==> src/rtl/ram8_ctrl_pkg.sv <==
// Shared types and default widths for the ram8 two-port arbiter.
package ram8_ctrl_pkg;

  localparam int unsigned DEF_ADR_W  = 3;
  localparam int unsigned DEF_DATA_W = 16;

  typedef enum logic [1:0] {
    IDLE  = 2'd0,
    SERVE = 2'd1,
    RESP  = 2'd2
  } arb_state_t;

  typedef logic port_id_t;

endpackage

==> src/rtl/ram8_arbiter_rr_pick2.sv <==
// Two-input round-robin picker: a lone request wins, a tie goes to prio.
module rr_pick2
  import ram8_ctrl_pkg::*;
(
  input  logic     req0,
  input  logic     req1,
  input  port_id_t prio,
  output logic     gnt_valid,
  output port_id_t gnt_id
);

  always_comb begin
    gnt_valid = req0 | req1;
    gnt_id    = 1'b0;
    if (req0 && req1) begin
      gnt_id = prio;
    end else if (req1) begin
      gnt_id = 1'b1;
    end
  end

endmodule

==> src/rtl/ram8_arbiter.sv <==
// Serializes two level-held request ports into single-cycle ram8 accesses
// (IDLE -> SERVE -> RESP) with strict alternation under contention.
module ram8_arbiter
  import ram8_ctrl_pkg::*;
#(
  parameter int unsigned ADR_W  = DEF_ADR_W,
  parameter int unsigned DATA_W = DEF_DATA_W
) (
  input  logic              clk,
  input  logic              rst_n,
  input  logic              req0,
  input  logic              req1,
  input  logic              we0,
  input  logic              we1,
  input  logic [ADR_W-1:0]  adr0,
  input  logic [ADR_W-1:0]  adr1,
  input  logic [DATA_W-1:0] wdata0,
  input  logic [DATA_W-1:0] wdata1,
  output logic              ack0,
  output logic              ack1,
  output logic [DATA_W-1:0] rdata0,
  output logic [DATA_W-1:0] rdata1,
  output logic [ADR_W-1:0]  ram_adr,
  output logic [DATA_W-1:0] ram_data,
  output logic              ram_load,
  input  logic [DATA_W-1:0] ram_out
);

  arb_state_t        state_q, state_d;
  port_id_t          prio_q, prio_d;
  port_id_t          gnt_id_q, gnt_id_d;
  logic [ADR_W-1:0]  ram_adr_q, ram_adr_d;
  logic [DATA_W-1:0] ram_data_q, ram_data_d;
  logic              ram_load_q, ram_load_d;
  logic              ack0_q, ack0_d;
  logic              ack1_q, ack1_d;
  logic [DATA_W-1:0] rdata0_q, rdata0_d;
  logic [DATA_W-1:0] rdata1_q, rdata1_d;

  logic     pick_valid;
  port_id_t pick_id;

  rr_pick2 u_pick (
    .req0      (req0),
    .req1      (req1),
    .prio      (prio_q),
    .gnt_valid (pick_valid),
    .gnt_id    (pick_id)
  );

  always_ff @(posedge clk or negedge rst_n) begin
    if (!rst_n) begin
      state_q    <= IDLE;
      prio_q     <= 1'b0;
      gnt_id_q   <= 1'b0;
      ram_adr_q  <= '0;
      ram_data_q <= '0;
      ram_load_q <= 1'b0;
      ack0_q     <= 1'b0;
      ack1_q     <= 1'b0;
      rdata0_q   <= '0;
      rdata1_q   <= '0;
    end else begin
      state_q    <= state_d;
      prio_q     <= prio_d;
      gnt_id_q   <= gnt_id_d;
      ram_adr_q  <= ram_adr_d;
      ram_data_q <= ram_data_d;
      ram_load_q <= ram_load_d;
      ack0_q     <= ack0_d;
      ack1_q     <= ack1_d;
      rdata0_q   <= rdata0_d;
      rdata1_q   <= rdata1_d;
    end
  end

  // ram_load_q doubles as the latched write flag while in SERVE.
  always_comb begin
    state_d    = state_q;
    prio_d     = prio_q;
    gnt_id_d   = gnt_id_q;
    ram_adr_d  = ram_adr_q;
    ram_data_d = ram_data_q;
    ram_load_d = 1'b0;
    ack0_d     = 1'b0;
    ack1_d     = 1'b0;
    rdata0_d   = rdata0_q;
    rdata1_d   = rdata1_q;
    case (state_q)
      IDLE: begin
        if (pick_valid) begin
          state_d    = SERVE;
          gnt_id_d   = pick_id;
          ram_load_d = pick_id ? we1 : we0;
          ram_adr_d  = pick_id ? adr1 : adr0;
          ram_data_d = pick_id ? wdata1 : wdata0;
        end
      end
      SERVE: begin
        state_d = RESP;
        if (!ram_load_q) begin
          if (gnt_id_q) rdata1_d = ram_out;
          else          rdata0_d = ram_out;
        end
        ack0_d = ~gnt_id_q;
        ack1_d = gnt_id_q;
      end
      RESP: begin
        state_d = IDLE;
        prio_d  = ~gnt_id_q;
      end
      default: state_d = IDLE;
    endcase
  end

  assign ack0     = ack0_q;
  assign ack1     = ack1_q;
  assign rdata0   = rdata0_q;
  assign rdata1   = rdata1_q;
  assign ram_adr  = ram_adr_q;
  assign ram_data = ram_data_q;
  assign ram_load = ram_load_q;

endmodule

==> config.mk <==
export PLATFORM = sky130hd
export DESIGN_NAME = ram8_arbiter
export DESIGN_NICKNAME = d
export VERILOG_FILES = /design/src/rtl/ram8_ctrl_pkg.sv /design/src/rtl/ram8_arbiter_rr_pick2.sv /design/src/rtl/ram8_arbiter.sv
export SDC_FILE = /design/constraint.sdc
export NUM_CORES = 1
export LEC_CHECK = 0
export ABC_AREA = 1
export BUFFER_PORTS_ARGS = -buffer_cell sky130_fd_sc_hd__buf_2
export CAP_MARGIN = 20
export CORE_UTILIZATION = 30
export CTS_CLUSTER_DIAMETER = 60
export DETAILED_ROUTE_END_ITERATION = 12
export GPL_TIMING_DRIVEN = 1
export HOLD_SLACK_MARGIN = 0.08
export SYNTH_ARGS = -nofsm -noshare
export SYNTH_HDL_FRONTEND = slang
export SYNTH_SLANG_ARGS = --single-unit
==> constraint.sdc <==
create_clock -name clk -period 1.2 [get_ports clk]
set_clock_uncertainty 0.15 [all_clocks]
set_input_delay 0.12 -clock clk [delete_from_list [all_inputs] [get_ports clk]]
set_output_delay 0.12 -clock clk [all_outputs]
set_load 0.01 [all_outputs]
==> flow_summary_export.csv, run 1 <==
group,metric,value,unit
layout,instances_no_fill,614,
clock_tree,clock_path_buffers,2,
synthesis,synthAdderAreaFrac,0,%
floorplanning,initial_core_util,31.24,%
floorplanning,die_y,94.74,µm
floorplanning,ios,114,
layout,drive_gt1_share,35.76,%
global_route,antenna_found_initial,0,
power_and_ir_drop,p_clk_share,16.2,%
synthesis,synth_top_area_cell,"dfrtp_1",
critical_path,crit_start,"state_q[0]",
clock_tree,htreeDepth,3,
synthesis,postSynthCellCount,313,
critical_path,crit_path_end,"ram_data[2]",
layout,fin_nets,564,
power_and_ir_drop,p_sw_share,39.41,%
place,numPortBuffers,113,
critical_path,r2r-end,"ram_data[2]",
status,violations,"setup timing",
synthesis,synth_top_family_by_area,"simple AND/OR/NAND/NOR gates",
synthesis,yosys_warnings,0,
synthesis,ys_seq_elements,58,
clock_tree,path_clk_slew,60,ps
clock_tree,numCtsBuffers,9,
critical_path,required,1280,ps
drt,dr.pass1.iters,4,
critical_path,reg2reg_from,"state_q[0]",
synthesis,ys_seq_area_share,56.26,%
drt,drc,0,
synthesis,synth_top_area_share,56.26,%
critical_path,crit_cells,7,
critical_path,reg2reg_slack,-120,ps
power_and_ir_drop,p_seq_share,36.6,%
critical_path,path_max_fanout,6,
synthesis,yosys.area_share.simple,23.67,%
synthesis,synth_xor_area_share,0,%
status,outcome,"complete, but fails checks",
power_and_ir_drop,p_per_area,2222,nW/µm²
synthesis,synthTopCellsByArea,"dfrtp_1 (56%), nand2_1 (14%), inv_1 (8.4%)",
sta,max_slew_margin,74.91,%
power_and_ir_drop,ir_drop,0.8496,mV
synthesis,synth_compound_area_share,7.177,%
place,hpwl,4384,µm
drt,vias_per_cell,4.287,
sta,period_share,109.9,%
power_and_ir_drop,internal_power,5.774,mW
critical_path,crit_family,"flip-flops",
clock_tree,root_buffer,"clkbuf_8",
critical_path,reg2regPathDepth,7,
floorplanning,dieArea,8975,µm²
sta,finalHoldViolations,0,
power_and_ir_drop,power.total,9.530,mW
clock_tree,insertion_delay,330,ps
layout,post-route-cell-area,4288,µm²
sta,max_slew.worst_pin.slew,376.3,ps
sta,slew_viol_final,0,
synthesis,synth.most_common_cell,"nand2_1",
clock_tree,cts_tree,"yes",
power_and_ir_drop,power_frac_comb,47.1,%
critical_path,critical_path_class,"register to register",
place,postPlaceCellArea,3332,µm²
critical_path,cp_slowest_stage_delay,370,ps
clock_tree,clkSinkCount,58,
run,cap_violations,0,
sta,min_period,1319,ps
synthesis,synth_area_per_cell,8.243,µm²
synthesis,synth_nets,373,
synthesis,synth_edf_count,0,
layout,n_fill_cell,774,
drt,vias,2632,
global_route,grt_max_degree,33,
critical_path,cp-end-kind,"register",
sta,finalSetupViolCount,53,
power_and_ir_drop,switching_power,3.756,mW
sta,grt_setup_unrepaired,"true",
global_route,grt_first_pass_wirelength,11220,µm
sta,postLayoutSetupSlackWorst,-118.5,ps
critical_path,crit_slowest_cell,"dfrtp_1",
global_route,track_usage,16.64,%
layout,area_growth_syn_to_layout,66.20,%
floorplanning,num_rows,33,
power_and_ir_drop,p_leak,2.413,nW
global_route,grt_pass1_vias,2541,
floorplanning,die_x,94.74,µm
critical_path,start_kind,"register",
place,dpl.cell_count,530,
synthesis,synth.cells.most_frequent,"nand2_1 (94), dfrtp_1 (58), inv_1 (58), nand3_1 (38), o21ai_1 (32)",
synthesis,syn-cell-area,2580,µm²
synthesis,synth_ff_type,"dfrtp_1",
synthesis,muxShareOfSynthArea,0,%
critical_path,cp_num_buf_inv,3,
place,place.gp.congestion,0.7635,
worst_hold_path,hp-class,"primary input to register",
layout,n_antenna_cell,0,
drt,wl_per_cell,11.94,µm
drt,drt-initial-drc-count,64,
sta,fmax,0.7584,GHz
drt,antenna_left,0,
critical_path,arrival,1390,ps
drt,wirelength,7334,µm
synthesis,synth_cell_types,18,
floorplanning,coreArea,8258,µm²
global_route,globalRouteOverflowTotal,0,
synthesis,async_reset_ff_share,100.0,%
critical_path,path_cells,"inv_2 > nand2_4 > nor2_4 > buf_12 > clkinv_8 > nand2_2 > nand2_1",
[worst min-delay path by stage]
stage | start | endpoint | depth (start not counted)
after CTS | req0 | gnt_id_q | 5
after floorplan | rst_n | ack0 | 0
after global routing | req0 | gnt_id_q | 5
after detailed placement | rst_n | rdata0[10] | 2
final | req0 | gnt_id_q | 5
after global placement | rst_n | rdata0[10] | 2
[kinds of logic after synthesis]
family,count (synthesis)
AND/OR/NAND/NOR,143
AO/OA/AOI/OAI,36
flip-flops,58
buffers and inverters,76
[power groups by stage]
stage | sequential, mW | clock (mW) | combinational, mW
5_1_grt | 3.59 | 1.66 | 4.96
6_report | 3.49 | 1.55 | 4.49
3_5_place_dp | 3.45 | 0 | 3.76
2_1_floorplan | 3.86 | 0 | 1.74
3_3_place_gp | 3.46 | 0 | 3.66
4_1_cts | 3.44 | 1.61 | 4.29
[layer usage]
metal / share of wire [%] / vias up / track usage [%]
met4: 2.1 / 0 / 8.965
met2: 48 / 125 / 28.90
met1: 42 / 1161 / 18.29
li1: - / 1332 / -
met3: 8.3 / 14 / 4.670
met5: 0 / - / 0
[worst register-to-register path: cells and delay by family (launching register included)]
family	cells	cell delay, ps
buffers and inverters	3	370
DFF	1	370
and+or+nand+nor	4	320
[layout by cell type, fill, tap and decap left out, drive strengths merged, types with 5 or more instances in the layout]
cell / instances
dlygate4sd3: 58
o21ai: 33
dfrtp: 58
inv: 60
nand3: 38
nand2: 96
nor2: 8
buf: 136
clkinv: 5
clkbuf: 11
[registers in the layout (all words and copies together) (netlist names), 2 cells and up]
| signal | count |
|---|---|
| state_q | 2 |
| ram_data | 16 |
| rdata0 | 16 |
| ram_adr | 3 |
| rdata1 | 16 |
[per-stage QoR]
step / utilization [%] / TNS (ps) / setup WS [ps] / hold WS, ps
after floorplan: - / 0 / 4.840 / -325.6
after global placement: 40.35 / -1556 / -90.75 / -3.301
after detailed placement: 40.35 / -2434 / -108.0 / 12.93
after CTS: 50.91 / -3843 / -92.44 / 129.1
after global routing: 51.92 / -8284 / -194.9 / 151.7
final: 51.92 / -4634 / -118.5 / 148.6
[area by class of cell]
cell class	count	area (µm²)	area share [%]
flip-flops and latches	58	1451	33.85
repair buffers	194	1398	32.59
multi-input cells	179	870.8	20.31
inverters	60	237.7	5.544
clock buffers	11	141.4	3.297
well taps	105	131.4	3.064
clock inverters	5	30.03	0.7003
repair inverters	2	27.53	0.6420
[repair_timing]
action	CTS	global route
hold endpoints to repair	111	0
setup endpoints to repair	53	56
hold buffers	58	0
cloned	1	2
setup buffers	6	3
pin swaps	5	8
gates resized for setup	16	27
Note: power is estimated with default switching activity, not from simulation.
==> inputs of run 2 (changes only) <==
--- a/config.mk
+++ b/config.mk
@@ -13,6 +13,7 @@
 export DETAILED_ROUTE_END_ITERATION = 12
 export GPL_TIMING_DRIVEN = 1
 export HOLD_SLACK_MARGIN = 0.08
+export PLACE_DENSITY = 0.56
 export SYNTH_ARGS = -nofsm -noshare
 export SYNTH_HDL_FRONTEND = slang
 export SYNTH_SLANG_ARGS = --single-unit
==> run 2 against run 1 <==
Compared with the run above:
- the run still ends with setup timing left
- highest routed layer unchanged
- critical path depth fell by 2
- sequential share of layout area about the same
- wire length decreased by 1.1%
- sequential power is 2% higher
- clock power is 8% higher
- die area unchanged
- fmax increased by 2.0%
- critical endpoint is now rdata0[4]
- global-route usage decreased by 0.83 points
- setup slack improved by 26 ps
- total power rose by 1.2%
- worst hold slack worse by 50 ps
- design area decreased by 0.12%
==> flow_summary_export.csv, run 2 (same netlist as run 1, synthesis figures left out) <==
group,metric,value,unit
status,outcome,"complete, but fails checks",
status,violations,"setup timing",
critical_path,crit_family,"flip-flops",
critical_path,reg2regPathDepth,5,
clock_tree,numCtsBuffers,9,
global_route,track_usage,15.81,%
worst_hold_path,whs_path_depth,4,
layout,layout_commonest_cell,"buf_2",
power_and_ir_drop,p_per_area,2253,nW/µm²
critical_path,path_cells,"nor2_1 > nand2_4 > clkbuf_16 > nand2_2 > o21ai_1",
drt,antenna_left,0,
floorplanning,coreArea,8258,µm²
run,cap_violations,0,
floorplanning,initial_core_util,31.24,%
critical_path,required,1260,ps
layout,final_cell_mix,"buf_2 (113), nand2_1 (75), inv_1 (58), dfrtp_1 (58), dlygate4sd3_1 (57)",
sta,fmax,0.7740,GHz
global_route,grt_first_pass_wirelength,10800,µm
drt,wl_per_cell,12.04,µm
sta,period_share,107.7,%
critical_path,reg2reg_slack,-90,ps
clock_tree,root_buffer,"clkbuf_8",
layout,post-route-cell-area,4283,µm²
sta,min_period,1292,ps
place,hpwl,4334,µm
global_route,globalRouteOverflowTotal,0,
clock_tree,path_clk_slew,70,ps
floorplanning,ios,114,
global_route,antenna_found_initial,0,
layout,final_util,51.86,%
critical_path,cp-end-kind,"register",
sta,hold_ws,98.27,ps
place,place.gp.congestion,0.7328,
power_and_ir_drop,ir_drop,0.7326,mV
clock_tree,clock_path_buffers,2,
place,numPortBuffers,113,
power_and_ir_drop,p_leak,2.403,nW
clock_tree,cts_tree,"yes",
layout,drive_gt1_share,36.02,%
clock_tree,insertion_delay,320,ps
sta,grt_setup_unrepaired,"true",
sta,finalHoldViolations,0,
sta,slew_viol_final,0,
clock_tree,htreeDepth,3,
layout,area_growth_syn_to_layout,66.00,%
clock_tree,clkSinkCount,58,
power_and_ir_drop,power.total,9.648,mW
floorplanning,dieArea,8975,µm²
critical_path,crit_cells,5,
critical_path,start_kind,"register",
place,pre_cts_slack,-129.5,ps
floorplanning,num_rows,33,
sta,max_slew_margin,81.44,%
sta,max_slew.worst_pin.slew,278.3,ps
floorplanning,die_x,94.74,µm
layout,n_antenna_cell,0,
place,postPlaceCellArea,3314,µm²
worst_hold_path,hp-class,"primary input to register",
drt,vias,2619,
critical_path,cp_slowest_stage_delay,400,ps
layout,fin_nets,552,
layout,n_fill_cell,787,
critical_path,critical_path_class,"register to register",
critical_path,arrival,1350,ps
drt,wirelength,7251,µm
drt,dr.pass1.iters,4,
drt,drc,0,
critical_path,crit_slowest_cell,"dfrtp_1",
sta,finalSetupViolCount,53,
critical_path,cp_num_buf_inv,1,
critical_path,path_max_fanout,8,
global_route,grt_pass1_vias,2415,
sta,postLayoutSetupSlackWorst,-92.06,ps
global_route,grt_max_degree,37,
drt,vias_per_cell,4.350,
drt,drt-initial-drc-count,53,
floorplanning,die_y,94.74,µm
-- run 2: worst min-delay path: stages --
cell     delay, ps
buf_2          120
nand2_2        100
buf_4          130
o21ai_2         50
-- run 2: through the flow --
step	TNS, ps	instances
2_1_floorplan	0	313
3_3_place_gp	-1561	526
3_5_place_dp	-2475	526
4_1_cts	-1412	599
5_1_grt	-6366	602
6_report	-2973	602
-- run 2: path summary, 6_finish.rpt --
check,startpoint,endpoint
max,gnt_id_q,rdata0[4]
min,req1,gnt_id_q
max reg2reg,gnt_id_q,rdata0[4]
min reg2reg,gnt_id_q,ack0
max in group asynchronous,rst_n,state_q[1]
min in group asynchronous,rst_n,rdata1[6]
-- run 2: layout make-up --
class	count	area, µm²	share of cell area [%]
multi-input combinational	179	940.9	21.97
tap	105	131.4	3.067
clock buffer	10	127.6	2.980
timing repair buffer	184	1346	31.43
inverter	60	227.7	5.317
clock inverter	6	57.56	1.344
sequential	58	1451	33.89
-- run 2: layer usage --
metal	track usage [%]	part of all wire (%)	routed length, µm	vias up
met1	18.62	44	3167	1185
met5	0	0	0	-
li1	-	-	-	1313
met4	6.439	1.0	75	0
met3	3.543	7.1	515	8
met2	27.64	48	3492	113
-- run 2: timing repair --
action,4_1_cts,5_1_grt
resized for setup,2,41
endpoints found under the setup margin,53,53
cloned,0,3
endpoints found under the hold margin,110,0
setup buffers,0,0
pin swaps,0,0
hold buffers,57,0
-- run 2: power breakdown --
part / switching (mW) / internal [mW] / total, mW / leakage, nW
Clock: 0.731 / 0.944 / 1.67 / 0.0958
Sequential: 0.634 / 2.92 / 3.56 / 0.711
Combinational: 2.41 / 2.01 / 4.41 / 1.60
Total: 3.77 / 5.88 / 9.65 / 2.40
==> inputs of run 3 (changes only) <==
--- a/config.mk
+++ b/config.mk
@@ -5,15 +5,15 @@
 export SDC_FILE = /design/constraint.sdc
 export NUM_CORES = 1
 export LEC_CHECK = 0
-export ABC_AREA = 1
-export BUFFER_PORTS_ARGS = -buffer_cell sky130_fd_sc_hd__buf_2
 export CAP_MARGIN = 20
+export CORE_MARGIN = 2
 export CORE_UTILIZATION = 30
 export CTS_CLUSTER_DIAMETER = 60
 export DETAILED_ROUTE_END_ITERATION = 12
+export DONT_BUFFER_PORTS = 1
 export GPL_TIMING_DRIVEN = 1
 export HOLD_SLACK_MARGIN = 0.08
-export PLACE_DENSITY = 0.56
+export PLACE_DENSITY = 0.44
 export SYNTH_ARGS = -nofsm -noshare
 export SYNTH_HDL_FRONTEND = slang
 export SYNTH_SLANG_ARGS = --single-unit
==> run 3 against run 2 <==
Compared with the run above:
- the flow finishes with violations (hold timing, setup timing)
- utilization shrank 3.8 points
- critical path depth shrank 1
- worst hold slack lost 760 ps
- area after synthesis shrank 5.6%
==> flow_summary_export.csv, run 3 <==
group,metric,value,unit
global_route,grt_first_pass_wirelength,11160,µm
drt,met2RoutedLength,3630,µm
sta,max_slew.worst_pin.slew,849.4,ps
power_and_ir_drop,p_leak,1.600,nW
clock_tree,path_clk_slew,70,ps
sta,postLayoutSetupSlackWorst,-334.8,ps
sta,min_period,1535,ps
synthesis,ys_seq_area_share,59.61,%
place,pre_cts_slack,-337.0,ps
synthesis,synth_nets,262,
power_and_ir_drop,p_per_area,2582,nW/µm²
synthesis,synth_area_per_cell,12.05,µm²
layout,area_growth_syn_to_layout,54.06,%
sta,grt_setup_unrepaired,"true",
floorplanning,num_rows,32,
run,cap_violations,0,
layout,final_cell_mix,"dfrtp_1 (57), dlygate4sd3_1 (56), o21ai_0 (21)",
layout,drive_gt1_share,30.93,%
place,dpl.cell_count,308,
clock_tree,cts_tree,"yes",
power_and_ir_drop,ir_drop,0.9596,mV
sta,finalSetupViolCount,55,
layout,layout_commonest_cell,"dfrtp_1",
place,hpwl,3917,µm
place,place.gp.congestion,0.6673,
drt,top_layer,"met4",
drt,vias_per_cell,5.074,
synthesis,postSynthCellCount,202,
floorplanning,coreArea,7807,µm²
critical_path,path_cells,"nand2b_4 > nor3b_4 > buf_12 > mux2_2",
clock_tree,root_buffer,"clkbuf_8",
critical_path,cp_slowest_stage_delay,380,ps
synthesis,syn-cell-area,2435,µm²
drt,dr.pass1.iters,5,
floorplanning,initial_core_util,31.19,%
drt,met1Wirelength,2799,µm
global_route,antenna_found_initial,0,
power_and_ir_drop,power.total,9.687,mW
global_route,grt_pass1_vias,2188,
drt,wl_met3,539,µm
place,postPlaceCellArea,2723,µm²
critical_path,arrival,1590,ps
critical_path,crit_family,"flip-flops",
drt,vias,1994,
critical_path,cp-end-kind,"register",
floorplanning,die_x,94.09,µm
global_route,track_usage,16.79,%
clock_tree,insertion_delay,320,ps
global_route,grt_max_degree,59,
drt,drc,0,
critical_path,required,1260,ps
clock_tree,clkSinkCount,58,
layout,fin_nets,346,
sta,period_share,127.9,%
sta,setup_tns,-14690,ps
layout,n_antenna_cell,0,
synthesis,yosys_warnings,0,
critical_path,path_max_fanout,16,
critical_path,crit_slowest_cell,"dfrtp_1",
synthesis,synth_top_area_cell,"dfrtp_1",
synthesis,synth.cells.most_frequent,"dfrtp_1 (58), mux2_2 (32), o21ai_0 (21), a21oi_1 (20), nand3_1 (20)",
synthesis,ys_seq_elements,58,
drt,wirelength,7088,µm
status,outcome,"complete, but fails checks",
synthesis,synth_top_area_share,59.61,%
synthesis,synth_edf_count,0,
drt,drt-initial-drc-count,64,
critical_path,critical_path_class,"register to register",
clock_tree,numCtsBuffers,9,
critical_path,reg2reg_slack,-330,ps
sta,hold_ws,-666.0,ps
place,numPortBuffers,0,
status,violations,"hold timing, setup timing",
global_route,globalRouteOverflowTotal,0,
drt,antenna_left,0,
worst_hold_path,hp-class,"primary input to async pin",
drt,wl_per_cell,18.04,µm
synthesis,synthTopCellsByArea,"dfrtp_1 (60%), mux2_2 (15%), a31oi_1 (4.9%)",
sta,slew_viol_final,0,
floorplanning,ios,114,
layout,instances_no_fill,393,
floorplanning,die_y,94.09,µm
synthesis,synth.most_common_cell,"dfrtp_1",
sta,finalHoldViolations,59,
critical_path,cp_num_buf_inv,1,
floorplanning,dieArea,8853,µm²
synthesis,synth_cell_types,22,
sta,max_slew_margin,43.37,%
clock_tree,clock_path_buffers,2,
synthesis,async_reset_ff_share,100.0,%
critical_path,start_kind,"register",
layout,final_util,48.04,%
layout,post-route-cell-area,3751,µm²
synthesis,synth_ff_type,"dfrtp_1",
clock_tree,htreeDepth,3,
sta,fmax,0.6516,GHz
==> run 3: changes by cell type after synthesis, sizes merged, moves of 12 or more <==
cell	delta
a21oi	+18
mux2	+32
nand3	-18
o21ai	-12
nand2	-95
inv	-56
a31oi	+18
==> run 3: cell families after synthesis <==
logic type             synth area share [%]
DFF                                   59.61
buffers and inverters                 3.956
AOI/OAI and AO/OA                     14.03
muxes                                 14.80
and+or+nand+nor                       7.606
==> run 3: cell type report <==
| type | count | area (µm²) |
|---|---|---|
| fill | 682 | 4056 |
| sequential | 58 | 1453 |
| timing repair buffer | 89 | 989.7 |
| multi-input combinational | 124 | 980.9 |
| clock buffer | 14 | 172.7 |
| tap | 102 | 127.6 |
| inverter | 4 | 17.52 |
| clock inverter | 2 | 10.01 |
==> run 3: worst register-to-register path: stages, from the launching register on <==
cell      delay [ps]
dfrtp_1          380
nand2b_4         170
nor3b_4          210
buf_12           170
mux2_2           350
==> run 3: path summary, 6_finish.rpt <==
check,endpoint,from,cells past startpoint
setup / recovery,rdata1[1],state_q[1],4
hold / removal,rdata1[3],rst_n,0
setup reg to reg,rdata1[1],state_q[1],4
hold reg to reg,ack0,gnt_id_q,1
max in group asynchronous,rdata1[15],rst_n,0
min in group clk,gnt_id_q,req0,2
==> run 3: timing repair <==
| action | CTS | global route |
|---|---|---|
| pin swaps | 2 | 1 |
| gates cloned | 4 | 0 |
| buffers inserted | 7 | 1 |
| endpoints found under the hold margin | 111 | 66 |
| endpoints found under the setup margin | 55 | 55 |
| resized for setup | 26 | 1 |
| hold buffers | 56 | 1 |
==> run 3: per-layer routing <==
metal	vias to the layer above	track usage [%]
met4	0	8.213
met3	13	4.414
met5	-	0
li1	908	-
met1	960	18.48
met2	113	29.76
==> run 3: power breakdown <==
group          switching (mW)  internal [mW]  total, mW  leakage (nW)
registers                1.16           2.96       4.12         0.680
logic                    1.46           2.46       3.92         0.824
clock network           0.728          0.914       1.64        0.0965
total                    3.35           6.33       9.69          1.60
